--- config.mk ---
export PLATFORM = sky130hd
export DESIGN_NAME = spi_controller
export DESIGN_NICKNAME = d
export VERILOG_FILES = /design/src/rtl/spi_controller.sv
export SDC_FILE = /design/constraint.sdc
export NUM_CORES = 1
export LEC_CHECK = 0
export CORE_MARGIN = 3
export CORE_UTILIZATION = 62
export CTS_CLUSTER_SIZE = 16
export DETAILED_ROUTE_END_ITERATION = 12
export DONT_BUFFER_PORTS = 1
export GPL_ROUTABILITY_DRIVEN = 1
export PLACE_DENSITY_LB_ADDON = 0.12
export SLEW_MARGIN = 25
export SYNTH_ARGS = -nofsm -noshare
export SYNTH_HDL_FRONTEND = slang
export SYNTH_SLANG_ARGS = --single-unit
--- constraint.sdc ---
create_clock -name clk -period 2.6 [get_ports clk]
set_input_delay 0.13 -clock clk [delete_from_list [all_inputs] [get_ports clk]]
set_output_delay 0.13 -clock clk [all_outputs]
set_load 0.02 [all_outputs]
--- src/rtl/spi_controller.sv ---
// spi_controller: SPI mode-0 initiator (csb/sck/mosi out, miso in).
// One DATA_W-bit frame is shifted per accepted start. When last=0, csb
// is kept low after the frame (HELD) so several frames form one command.
// sck is produced from clk with CLK_DIV clk cycles per half-period.
//
// Ports:
//   clk, rst_n     system clock, asynchronous active-low reset
//   start, last    frame request (taken when ready=1); last=1 releases csb
//   tx_data        frame to transmit, sampled with start
//   ready, busy    start can be accepted / frame or csb gap in progress
//   done, rx_data  one-cycle completion pulse; received frame
//   csb, sck, mosi serial outputs (csb active low, sck idle low)
//   miso           serial input
//
// Build option: define SPI_CTRL_LSB_FIRST_EN to shift LSB first
// (default is MSB first, matching the subnode).
module spi_controller #(
    parameter int DATA_W  = 8,
    parameter int CLK_DIV = 4,
    parameter int CNT_W   = 8
) (
    input  logic              clk,
    input  logic              rst_n,
    input  logic              start,
    input  logic              last,
    input  logic [DATA_W-1:0] tx_data,
    output logic              ready,
    output logic              busy,
    output logic              done,
    output logic [DATA_W-1:0] rx_data,
    output logic              csb,
    output logic              sck,
    output logic              mosi,
    input  logic              miso
);

    localparam int BIT_W = $clog2(DATA_W + 1);

    typedef enum logic [2:0] {
        IDLE, SETUP, SCK_HI, SCK_LO, HOLD, GAP, HELD
    } state_t;

    state_t            state, state_next;
    logic [CNT_W-1:0]  cnt;
    logic [BIT_W-1:0]  bit_cnt;
    logic [DATA_W-1:0] tx_shift;
    logic [DATA_W-1:0] rx_shift;
    logic              last_q;
    logic              mosi_q;
    logic              done_q;
    logic [DATA_W-1:0] rx_q;

    logic phase_end;
    logic accept;
    logic bit_final;
    logic sample;

    assign phase_end = (cnt == CNT_W'(CLK_DIV - 1));
    assign bit_final = (bit_cnt == BIT_W'(DATA_W - 1));
    assign accept    = start && ready;
    assign sample    = (state == SCK_HI) && phase_end;

    // Bus outputs decode straight from the state register, so the async
    // reset of the state forces csb=1 / sck=0 with no clock edge.
    assign ready   = (state == IDLE) || (state == HELD);
    assign busy    = !ready;
    assign sck     = (state == SCK_HI);
    assign csb     = (state == IDLE) || (state == GAP);
    assign mosi    = mosi_q;
    assign done    = done_q;
    assign rx_data = rx_q;

    always_ff @(posedge clk or negedge rst_n) begin
        if (!rst_n) state <= IDLE;
        else        state <= state_next;
    end

    always_comb begin
        state_next = state;
        case (state)
            IDLE, HELD: if (accept)    state_next = SETUP;
            SETUP:      if (phase_end) state_next = SCK_HI;
            SCK_HI:     if (phase_end) state_next = bit_final ? HOLD : SCK_LO;
            SCK_LO:     if (phase_end) state_next = SCK_HI;
            HOLD:       if (phase_end) state_next = last_q ? GAP : HELD;
            GAP:        if (phase_end) state_next = IDLE;
            default:                   state_next = IDLE;
        endcase
    end

    always_ff @(posedge clk or negedge rst_n) begin
        if (!rst_n) begin
            cnt      <= '0;
            bit_cnt  <= '0;
            tx_shift <= '0;
            rx_shift <= '0;
            last_q   <= 1'b0;
            mosi_q   <= 1'b0;
            done_q   <= 1'b0;
            rx_q     <= '0;
        end else begin
            // Half-period counter wraps at every phase boundary and is
            // parked at zero while waiting, so SETUP always starts fresh.
            if (state == IDLE || state == HELD || phase_end)
                cnt <= '0;
            else
                cnt <= cnt + CNT_W'(1);

            if (accept) begin
                tx_shift <= tx_data;
                last_q   <= last;
                bit_cnt  <= '0;
`ifdef SPI_CTRL_LSB_FIRST_EN
                mosi_q   <= tx_data[0];
`else
                mosi_q   <= tx_data[DATA_W-1];
`endif
            end

            // miso is captured late in the high phase to cover the
            // subnode's synchronizer delay; mosi moves on as sck falls.
            if (sample) begin
                bit_cnt <= bit_cnt + BIT_W'(1);
`ifdef SPI_CTRL_LSB_FIRST_EN
                rx_shift <= {miso, rx_shift[DATA_W-1:1]};
                if (!bit_final) begin
                    tx_shift <= tx_shift >> 1;
                    mosi_q   <= tx_shift[1];
                end
`else
                rx_shift <= {rx_shift[DATA_W-2:0], miso};
                if (!bit_final) begin
                    tx_shift <= tx_shift << 1;
                    mosi_q   <= tx_shift[DATA_W-2];
                end
`endif
            end

            done_q <= (state == HOLD) && phase_end;
            if ((state == HOLD) && phase_end)
                rx_q <= rx_shift;
        end
    end

endmodule

==> impl_results.md, run 1 <==
- Boundary Pins: 27
- Layout cells sized above 1: 21.8%
- Diode count: 0
- GRT Residual Overflow: 0
- Sequential share of power: 49.4%
- Clock power frac: 21.0%
- Htree depth: 2
- Max Fclk: 460 MHz
- Min cycle time layout: 2.17 ns
- ANT nets after route: 0
- Final wirelength: 3390 microns
- Worst path arrival time: 2.43 ns
- CP delay by family, top: simple AND/OR/NAND/NOR gates
- Clock transition at path regs: 0.12 ns
- Site Rows: 19
- Commonest non-fill, non-tap cells in the layout: 41 x dfrtp_1, 16 x nor2_1, 12 x dlygate4sd3_1
- Iter 0 DRT Violations: 42
- Final Cycle Share: 83.7%
- Vias in the first global route: 1214
- #FFs+latches synth: 41
- Largest stage delay, worst path: 0.57 ns
- Setup TNS: 0 ns
- Clk_lat worst skew: 0.36 ns
- Clock Skew: 0.0150 ns
- Switching pwr: 707 uW
- Worst path bufs/invs: 0
- WL/cell: 16.5 microns
- DRC errors left: 0
- Crit path max fanout: 9
- GRT Util Overall: 20.7%
- Sink Count: 41
- Die height: 61.6 microns
- Hold Vio Cnt, Final: 0
- Combinational share of power: 29.6%
- Pwr/cell area: 936 nW/um^2
- Die Width: 61.6 microns
- Post-DR vias/cell: 5.94
- Worst vdd ir: 0.694 mV
- Synth Cell Area: 1920 sq um
- Leakage: 1.03 nW
- Total core area: 2850 sq um
- Non-Filler Instances: 205
- First-pass GRT wire length: 5580 microns
- Gpl congestion: 0.780
- Slowest CP cell: or3_1
- Mean post-synth cell area: 12.1 sq um
- Internal Power: 1.30 mW
- Effective utilization at floorplan: 67.3%
- Placed cells: 184
- Crit path cell chain: ha_1 -> nor3b_2 -> nand2_2 -> or3_1 -> mux2_4
- Fillers: 199
- Most common cell after layout, fill and taps aside: dfrtp_1
- DP Wirelength: 2230 microns
- Tightest Pin Transition: 0.644 ns
- Seq/Total Area, Yosys: 53.5%
- Largest net degree at the start of global routing: 42
- Number of I/O port buffers: 0
- Status: completed
- Clock buffer depth: 2
- Via count: 1218
- Post-CTS resize count: 0
- Rel. slew slack: 56.7%
- Synth warnings: 0
- CTS buffer count: 5
- Max-cap violation count: 0
- Unrepaired setup endpoints after global routing: no
- Die Area: 3800 sq um
- # Post-CTS Setup Buffers: 0
- Worst path required time: 2.85 ns
- Number of antenna violations at the first check in global routing: 0
- WS Path Type: flip-flop to flip-flop
- Startpoint types: flip-flop
- Area Overhead vs Synth: 11.9%
- Final Max Slew Viols: 0
- Critical Path End Type: flip-flop
- Setup Viol. Count Final: 0
- Post-synth cell types: 37
- Post-Syn Nets: 174
- Final #Nets: 188
- Root Buffer: clkbuf_4
- Hold Path Class: input port to flip-flop
- Sw Ratio: 35.2%
- Cells after Synth: 159
- CTS tree: yes
- Drt first pass iters: 4
## kinds of logic (layout without fill, tap and decap cells)
| group | count (synthesis) | count (layout) | synth area share (%) |
|---|---|---|---|
| multiplexers | 27 | 27 | 16.8 |
| XOR/XNOR | 7 | 7 | 3.19 |
| adder cells (fa/ha/maj) | 2 | 2 | 1.30 |
| flip-flops | 41 | 41 | 53.5 |
| buffers and inverters | 11 | 26 | 3.13 |
| AND/OR/NAND/NOR | 53 | 53 | 16.9 |
| AO/OA/AOI/OAI | 18 | 18 | 5.28 |
## power groups by stage
stage               logic (mW)  registers (mW)  clock network (mW)
detailed placement       0.563            1.00                   0
CTS                      0.593           0.991               0.433
global route             0.673            1.02               0.457
finish                   0.596           0.993               0.422
floorplan                0.511           0.934                   0
global placement         0.537           0.987                   0
## worst paths after layout
check / from / endpoint / slack (ns) / cells after the start
min in group asynchronous: rst_n / rx_shift[5]$_DFFE_PN0P_ / 0.21 / 2
hold reg to reg: cnt[0]$_DFF_PN0_ / cnt[0]$_DFF_PN0_ / 0.48 / 1
setup / recovery: cnt[0]$_DFF_PN0_ / rx_data[7]$_DFFE_PN0P_ / 0.43 / 5
max in group asynchronous: rst_n / mosi$_DFF_PN0_ / 2.18 / 2
setup reg to reg: cnt[0]$_DFF_PN0_ / rx_data[7]$_DFFE_PN0P_ / 0.43 / 5
hold / removal: start / state[2]$_DFFE_PN0P_ / 0.07 / 3
## layer usage
layer	up-vias	GRT usage (%)	part of all wire (%)
li1	585	-	-
met4	0	10.0	2.2
met5	-	0	0
met2	34	32.3	48
met3	7	5.45	4.5
met1	592	26.9	45
## layout make-up
| class | count | area, sq um | area share, % |
|---|---|---|---|
| flip-flops and latches | 41 | 1030 | 47.8 |
| multi-input cells | 107 | 833 | 38.8 |
| repair buffers | 15 | 155 | 7.22 |
| clock inverters | 3 | 46.3 | 2.15 |
| well taps | 31 | 38.8 | 1.81 |
| clock buffers | 5 | 37.5 | 1.75 |
| inverters | 3 | 11.3 | 0.524 |
## Yosys cell counts
library cell,number,share of area (%)
dfrtp_1,41,53
nor2_1,16,3.1
mux2i_1,10,5.2
a21oi_1,9,2.3
mux2_2,9,5.3
mux2_4,8,6.3
nand3_1,8,2.1
xor2_1,5,2.3
nand2_1,4,0.78
nand3b_1,4,1.6
o21ai_0,4,1.0
buf_2,3,0.78
inv_1,3,0.59
nor3b_2,3,2.0
or3_1,3,0.98
and3_2,2,0.78
buf_4,2,0.78
clkbuf_1,2,0.39
ha_1,2,1.3
nand4_1,2,0.65
nor3_1,2,0.52
xnor2_1,2,0.91
a21o_1,1,0.39
a31oi_1,1,0.33
and2_2,1,0.39
and3_1,1,0.33
buf_6,1,0.59
nand2_2,1,0.33
nand2b_1,1,0.33
nand2b_4,1,0.72
nand3_2,1,0.52
nor2b_1,1,0.33
nor3b_1,1,0.39
nor4_4,1,1.1
o211ai_1,1,0.39
o221ai_1,1,0.46
o22ai_1,1,0.33
## registers in the layout, summed over array words and instances (netlist names)
signal,flops
rx_shift,8
tx_shift,7
mosi,1
bit_cnt,4
state,3
last_q,1
rx_data,8
done,1
cnt,8
## worst reg2reg max path, stage by stage (launching register included)
cell and delay [ns]:
dfrtp_1 0.39, ha_1 0.23, nor3b_2 0.38, nand2_2 0.12
or3_1 0.57, mux2_4 0.39
## per-stage QoR
| stage | utilization [%] | hold WS (ns) | setup slack (ns) | total power, mW | cell area, sq um |
|---|---|---|---|---|---|
| after global placement | 67.5 | -0.164 | 0.560 | 1.52 | 1920 |
| after CTS | 75.3 | 0.0505 | 0.406 | 2.02 | 2150 |
| final | 75.3 | 0.0738 | 0.425 | 2.01 | 2150 |
| after floorplan | - | -0.166 | 0.727 | 1.44 | 1920 |
| after global routing | 75.3 | 0.0970 | 0.228 | 2.15 | 2150 |
| after detailed placement | 67.5 | -0.164 | 0.427 | 1.56 | 1920 |
## timing repair
item,CTS,global route
hold endpoints to repair,53,0
hold buffers,13,0
setup endpoints to repair,0,0
Note: power is estimated with default switching activity, not from simulation.
==> inputs of run 2 (changes only) <==
- clock period: 2.6 -> 2.2 ns (I/O delays scaled with it)
==> run 2 against run 1 <==
Utilization is 0.61 points lower; power is 12% higher; sequential power is 19% higher; largest cell class unchanged; highest routed layer unchanged.
==> impl_results.md, run 2 (same netlist as run 1, synthesis figures left out) <==
- Final Max Slew Viols: 0 (unchanged)
- Effective utilization at floorplan: 67.3% (unchanged)
- Crit path max fanout: 9 (unchanged)
- Min cycle time layout: 2.01 ns (was 2.17 ns)
- First-pass GRT wire length: 5360 microns (was 5580 microns)
- Leakage: 1.03 nW (about the same)
- Number of antenna violations at the first check in global routing: 0 (unchanged)
- Worst path arrival time: 2.25 ns (was 2.43 ns)
- Most common cell after layout, fill and taps aside: dfrtp_1 (unchanged)
- Clock transition at path regs: 0.12 ns (about the same)
- Place WS: 0.212 ns (was 0.427 ns)
- GRT Residual Overflow: 0 (unchanged)
- Clock Skew: 0.0100 ns (was 0.0150 ns)
- Fillers: 194 (was 199)
- # Post-CTS Setup Buffers: 0 (unchanged)
- DP Wirelength: 2250 microns (was 2230 microns)
- Critical Path End Type: flip-flop (unchanged)
- Via count: 1250 (was 1218)
- Hold Vio Cnt, Final: 0 (unchanged)
- Sink Count: 41 (unchanged)
- Worst vdd ir: 0.720 mV (was 0.694 mV)
- Htree depth: 2 (unchanged)
- Final wirelength: 3390 microns (about the same)
- Layout cells sized above 1: 22.2% (was 21.8%)
- Setup TNS: 0 ns (unchanged)
- Max Fclk: 498 MHz (was 460 MHz)
- WS Path Type: flip-flop to flip-flop (unchanged)
- Area Overhead vs Synth: 11.0% (was 11.9%)
- Placed cells: 186 (was 184)
- Commonest non-fill, non-tap cells in the layout: 41 x dfrtp_1, 16 x nor2_1, 12 x dlygate4sd3_1 (unchanged)
- Non-Filler Instances: 207 (was 205)
- Vias in the first global route: 1214 (unchanged)
- CTS tree: yes (unchanged)
- Largest net degree at the start of global routing: 42 (unchanged)
- Total core area: 2850 sq um (unchanged)
- Final worst setup slack: 0.194 ns (was 0.425 ns)
- R2R cell count: 5 (unchanged)
- Die Area: 3800 sq um (unchanged)
- Post-CTS resize count: 0 (unchanged)
- Iter 0 DRT Violations: 37 (was 42)
- Worst path required time: 2.44 ns (was 2.85 ns)
- Gpl congestion: 0.799 (was 0.780)
- Number of I/O port buffers: 0 (unchanged)
- Final Cycle Share: 91.2% (was 83.7%)
- Drt first pass iters: 4 (unchanged)
- Max-cap violation count: 0 (unchanged)
- Die height: 61.6 microns (unchanged)
- Status: completed (unchanged)
- WL/cell: 16.4 microns (was 16.5 microns)
- Die Width: 61.6 microns (unchanged)
- Pwr/cell area: 1060 nW/um^2 (was 936 nW/um^2)
- Site Rows: 19 (unchanged)
- Tightest Pin Transition: 0.628 ns (was 0.644 ns)
- Worst hold stages: 3 (unchanged)
- Unrepaired setup endpoints after global routing: no (unchanged)
- Startpoint types: flip-flop (unchanged)
- Final #Nets: 190 (was 188)
- Root Buffer: clkbuf_4 (unchanged)
- CTS buffer count: 5 (unchanged)
- Setup Viol. Count Final: 0 (unchanged)
- Boundary Pins: 27 (unchanged)
- Clk_lat worst skew: 0.35 ns (was 0.36 ns)
- DRC errors left: 0 (unchanged)
- Hold Path Class: input port to flip-flop (unchanged)
- Rel. slew slack: 57.8% (was 56.7%)
- Final hold slack: 0.0601 ns (was 0.0738 ns)
- Post-DR vias/cell: 6.04 (was 5.94)
- Clock buffer depth: 2 (unchanged)
- Diode count: 0 (unchanged)
- GRT Util Overall: 19.9% (was 20.7%)
- ANT nets after route: 0 (unchanged)
## run 2: changes by cell type in the layout (fill, tap and decap cells not counted), sizes merged
| cell | delta |
|---|---|
| clkbuf | +1 |
| bufinv | -1 |
| buf | +2 |
| clkinv | +1 |
| clkinvlp | -1 |
## run 2: final timing paths
| check | slack (ns) | to | startpoint |
|---|---|---|---|
| worst max-delay path | 0.19 | rx_data[5]$_DFFE_PN0P_ | cnt[0]$_DFF_PN0_ |
| worst min-delay path | 0.06 | state[2]$_DFFE_PN0P_ | start |
| worst max register to register | 0.19 | rx_data[5]$_DFFE_PN0P_ | cnt[0]$_DFF_PN0_ |
| worst min register to register | 0.46 | cnt[0]$_DFF_PN0_ | cnt[0]$_DFF_PN0_ |
| max in group asynchronous | 1.79 | cnt[1]$_DFF_PN0_ | rst_n |
| min in group asynchronous | 0.21 | cnt[7]$_DFF_PN0_ | rst_n |
## run 2: routing by layer
| metal | vias to the layer above | part of all wire (%) | routed length [microns] | GRT usage [%] |
|---|---|---|---|---|
| li1 | 592 | - | - | - |
| met1 | 612 | 45 | 1530 | 24.6 |
| met2 | 39 | 48 | 1620 | 32.1 |
| met3 | 7 | 5.6 | 189 | 6.08 |
| met4 | 0 | 1.7 | 59 | 9.09 |
| met5 | - | 0 | 0 | 0 |
## run 2: area by class of cell
cell class              count  area, sq um  share of cell area [%]
flip-flops and latches     41         1030                    48.2
multi-input cells         107          833                    39.1
repair buffers             17          170                    7.99
clock buffers               6         41.3                    1.94
well taps                  31         38.8                    1.82
inverters                   3         11.3                   0.528
clock inverters             2         10.0                   0.470
## run 2: metrics by stage
stage,cell area [sq um],util (%),power [mW]
detailed placement,1940,68.0,1.88
global placement,1940,68.0,1.83
CTS,2130,74.7,2.26
global route,2130,74.7,2.43
finish,2130,74.7,2.26
floorplan,1920,-,1.71
## run 2: worst max-delay path, stage by stage (launching register included)
cell and delay, ns:
dfrtp_1 0.38, ha_1 0.22, nor3b_2 0.24, nand2_2 0.10, or3_1 0.56, mux2_4 0.38
## run 2: power breakdown
| part | internal [mW] | switching [mW] | total (mW) |
|---|---|---|---|
| registers | 0.965 | 0.213 | 1.18 |
| clock network | 0.122 | 0.233 | 0.355 |
| logic | 0.354 | 0.371 | 0.725 |
| total | 1.44 | 0.817 | 2.26 |
## run 2: what timing repair did
action / CTS / global route
setup endpoints to repair: 0 / 0
endpoints found under the hold margin: 53 / 0
hold buffers: 13 / 0
==> inputs of run 3 (changes only) <==
- CELL_PAD_IN_SITES_DETAIL_PLACEMENT: default -> 0
- CELL_PAD_IN_SITES_GLOBAL_PLACEMENT: default -> 1
- CORE_UTILIZATION: 62 -> 40
==> run 3 against run 2 <==
Combinational power decreased by 4.3%; sequential share of layout area unchanged; sequential power hardly changed; clock power is 70% higher; wire length fell by 2.3%; critical path depth shrank 1; worst hold slack got worse by 0.042 ns; power increased by 9.4%; final cell count increased by 5.8%; setup slack worse by 0.053 ns; cell area stayed put; clock-buffer cell count shrank 1; critical endpoint unchanged; highest routed layer unchanged.
==> impl_results.md, run 3 (same netlist as run 1, synthesis figures left out) <==
- Largest stage delay, worst path: 0.57 ns (was 0.56 ns)
- Clock Skew: 0.00558 ns (was 0.0100 ns)
- Final wirelength: 3320 microns (was 3390 microns)
- Non-Filler Instances: 219 (was 207)
- Root Buffer: clkbuf_8 (was clkbuf_4)
- Placed cells: 207 (was 186)
- Boundary Pins: 27 (unchanged)
- Hold Path Class: input port to flip-flop (unchanged)
- Setup Viol. Count Final: 0 (unchanged)
- Drt first pass iters: 4 (unchanged)
- ANT nets after route: 0 (unchanged)
- Clock transition at path regs: 0.08 ns (was 0.12 ns)
- Iter 0 DRT Violations: 63 (was 37)
- Min-delay src: tx_data[0] (was start)
- Final Cycle Share: 93.6% (was 91.2%)
- Status: completed (unchanged)
- Hold Vio Cnt, Final: 0 (unchanged)
- Layout cells sized above 1: 24.0% (was 22.2%)
- Min-Delay Endpoint: tx_shift[0]$_DFF_PN0_ (was state[2]$_DFFE_PN0P_)
- Worst path bufs/invs: 0 (unchanged)
- CP delay by family, top: simple AND/OR/NAND/NOR gates (unchanged)
- Min cycle time layout: 2.06 ns (was 2.01 ns)
- Worst setup path startpoint: cnt[4]$_DFF_PN0_ (was cnt[0]$_DFF_PN0_)
- Tightest Pin Transition: 0.625 ns (was 0.628 ns)
- Worst r2r dst: rx_data[5]$_DFFE_PN0P_ (unchanged)
- # Post-CTS Setup Buffers: 0 (unchanged)
- Levels on crit path: 4 (was 5)
- CTS buffer count: 5 (unchanged)
- Unrepaired setup endpoints after global routing: no (unchanged)
- Die height: 75.3 microns (was 61.6 microns)
- Worst path required time: 2.37 ns (was 2.44 ns)
- Site Rows: 24 (was 19)
- R2R cell count: 4 (was 5)
- Via count: 1185 (was 1250)
- Htree depth: 2 (unchanged)
- Clk_lat worst skew: 0.29 ns (was 0.35 ns)
- Sink Count: 41 (unchanged)
- Area Overhead vs Synth: 11.0% (unchanged)
- Crit path max fanout: 9 (unchanged)
- Number of I/O port buffers: 0 (unchanged)
- Total core area: 4500 sq um (was 2850 sq um)
- Rel. slew slack: 58.0% (was 57.8%)
- Leakage: 1.01 nW (was 1.03 nW)
- Vias in the first global route: 1131 (was 1214)
- Commonest non-fill, non-tap cells in the layout: 41 x dfrtp_1, 16 x nor2_1, 10 x mux2i_1 (was 41 x dfrtp_1, 16 x nor2_1, 12 x dlygate4sd3_1)
- Final Max Slew Viols: 0 (unchanged)
- GRT Residual Overflow: 0 (unchanged)
- Worst vdd ir: 0.466 mV (was 0.720 mV)
- CTS tree: yes (unchanged)
- Flop-to-flop setup slack: 0.14 ns (was 0.19 ns)
- Worst path arrival time: 2.23 ns (was 2.25 ns)
- Post-layout utilization of the core: 47.3% (was 74.7%)
- Die Width: 75.3 microns (was 61.6 microns)
- DRC errors left: 0 (unchanged)
- Most common cell after layout, fill and taps aside: dfrtp_1 (unchanged)
- Clock buffer depth: 2 (unchanged)
- Pwr/cell area: 1160 nW/um^2 (was 1060 nW/um^2)
- Diode count: 0 (unchanged)
- Largest net degree at the start of global routing: 42 (unchanged)
- Post-CTS Hold Fix Bufs: 4 (was 13)
- Critical Path End Type: flip-flop (unchanged)
- First-pass GRT wire length: 5370 microns (was 5360 microns)
- Dpl cell area: 1970 sq um (was 1940 sq um)
- RR Startpoint: cnt[4]$_DFF_PN0_ (was cnt[0]$_DFF_PN0_)
- Gpl congestion: 0.793 (was 0.799)
- WL/cell: 15.1 microns (was 16.4 microns)
- Startpoint types: flip-flop (unchanged)
- Worst hold stages: 2 (was 3)
- Die Area: 5670 sq um (was 3800 sq um)
- WS Path Type: flip-flop to flip-flop (unchanged)
- Post-Layout Inst Area: 2130 sq um (unchanged)
- DP Wirelength: 2350 microns (was 2250 microns)
- Max Fclk: 486 MHz (was 498 MHz)
- Slowest CP cell: or3_1 (unchanged)
- Effective utilization at floorplan: 42.6% (was 67.3%)
- Crit path cell chain: nor4_4 -> nand2_2 -> or3_1 -> mux2_4 (was ha_1 -> nor3b_2 -> nand2_2 -> or3_1 -> mux2_4)
- Final hold slack: 0.0177 ns (was 0.0601 ns)
- Max-cap violation count: 0 (unchanged)
- Setup TNS: 0 ns (unchanged)
- Final #Nets: 181 (was 190)
- Number of antenna violations at the first check in global routing: 0 (unchanged)
- GRT Util Overall: 12.6% (was 19.9%)
- Post-DR vias/cell: 5.41 (was 6.04)
- Post-CTS resize count: 0 (unchanged)
-- run 3: metrics by stage --
step / worst slack [ns] / power, mW
after detailed placement: 0.146 / 1.87
after global routing: 0.0393 / 2.64
after CTS: 0.131 / 2.50
final: 0.141 / 2.47
after global placement: 0.218 / 1.83
after floorplan: 0.327 / 1.71
-- run 3: power by group --
| part | internal, mW | switching (mW) | leakage (nW) | total (mW) |
|---|---|---|---|---|
| combinational | 0.336 | 0.358 | 0.428 | 0.694 |
| clock | 0.339 | 0.266 | 0.0543 | 0.605 |
| sequential | 0.966 | 0.204 | 0.530 | 1.17 |
| total | 1.64 | 0.828 | 1.01 | 2.47 |
-- run 3: cell type report --
class	count	area (sq um)
fill	409	2370
sequential	41	1030
multi-input combinational	107	833
timing repair buffer	8	80.1
clock buffer	5	68.8
tap	52	65.1
clock inverter	3	46.3
inverter	3	11.3
-- run 3: layer usage --
layer  up-vias  share of wire (%)  track usage (%)
met3         2                5.2             5.21
met1       580                 52             17.8
met4         0               0.24             4.66
met5         -                  0                0
met2        29                 43             17.3
li1        574                  -                -
-- run 3: how the worst max path moves through the flow --
stage                               to  slack, ns
2_1_floorplan  rx_shift[4]$_DFFE_PN0P_       0.33
3_3_place_gp    rx_data[0]$_DFFE_PN0P_       0.22
3_5_place_dp    rx_data[5]$_DFFE_PN0P_       0.15
4_1_cts         rx_data[5]$_DFFE_PN0P_       0.13
5_1_grt         rx_data[5]$_DFFE_PN0P_       0.04
6_report        rx_data[5]$_DFFE_PN0P_       0.14
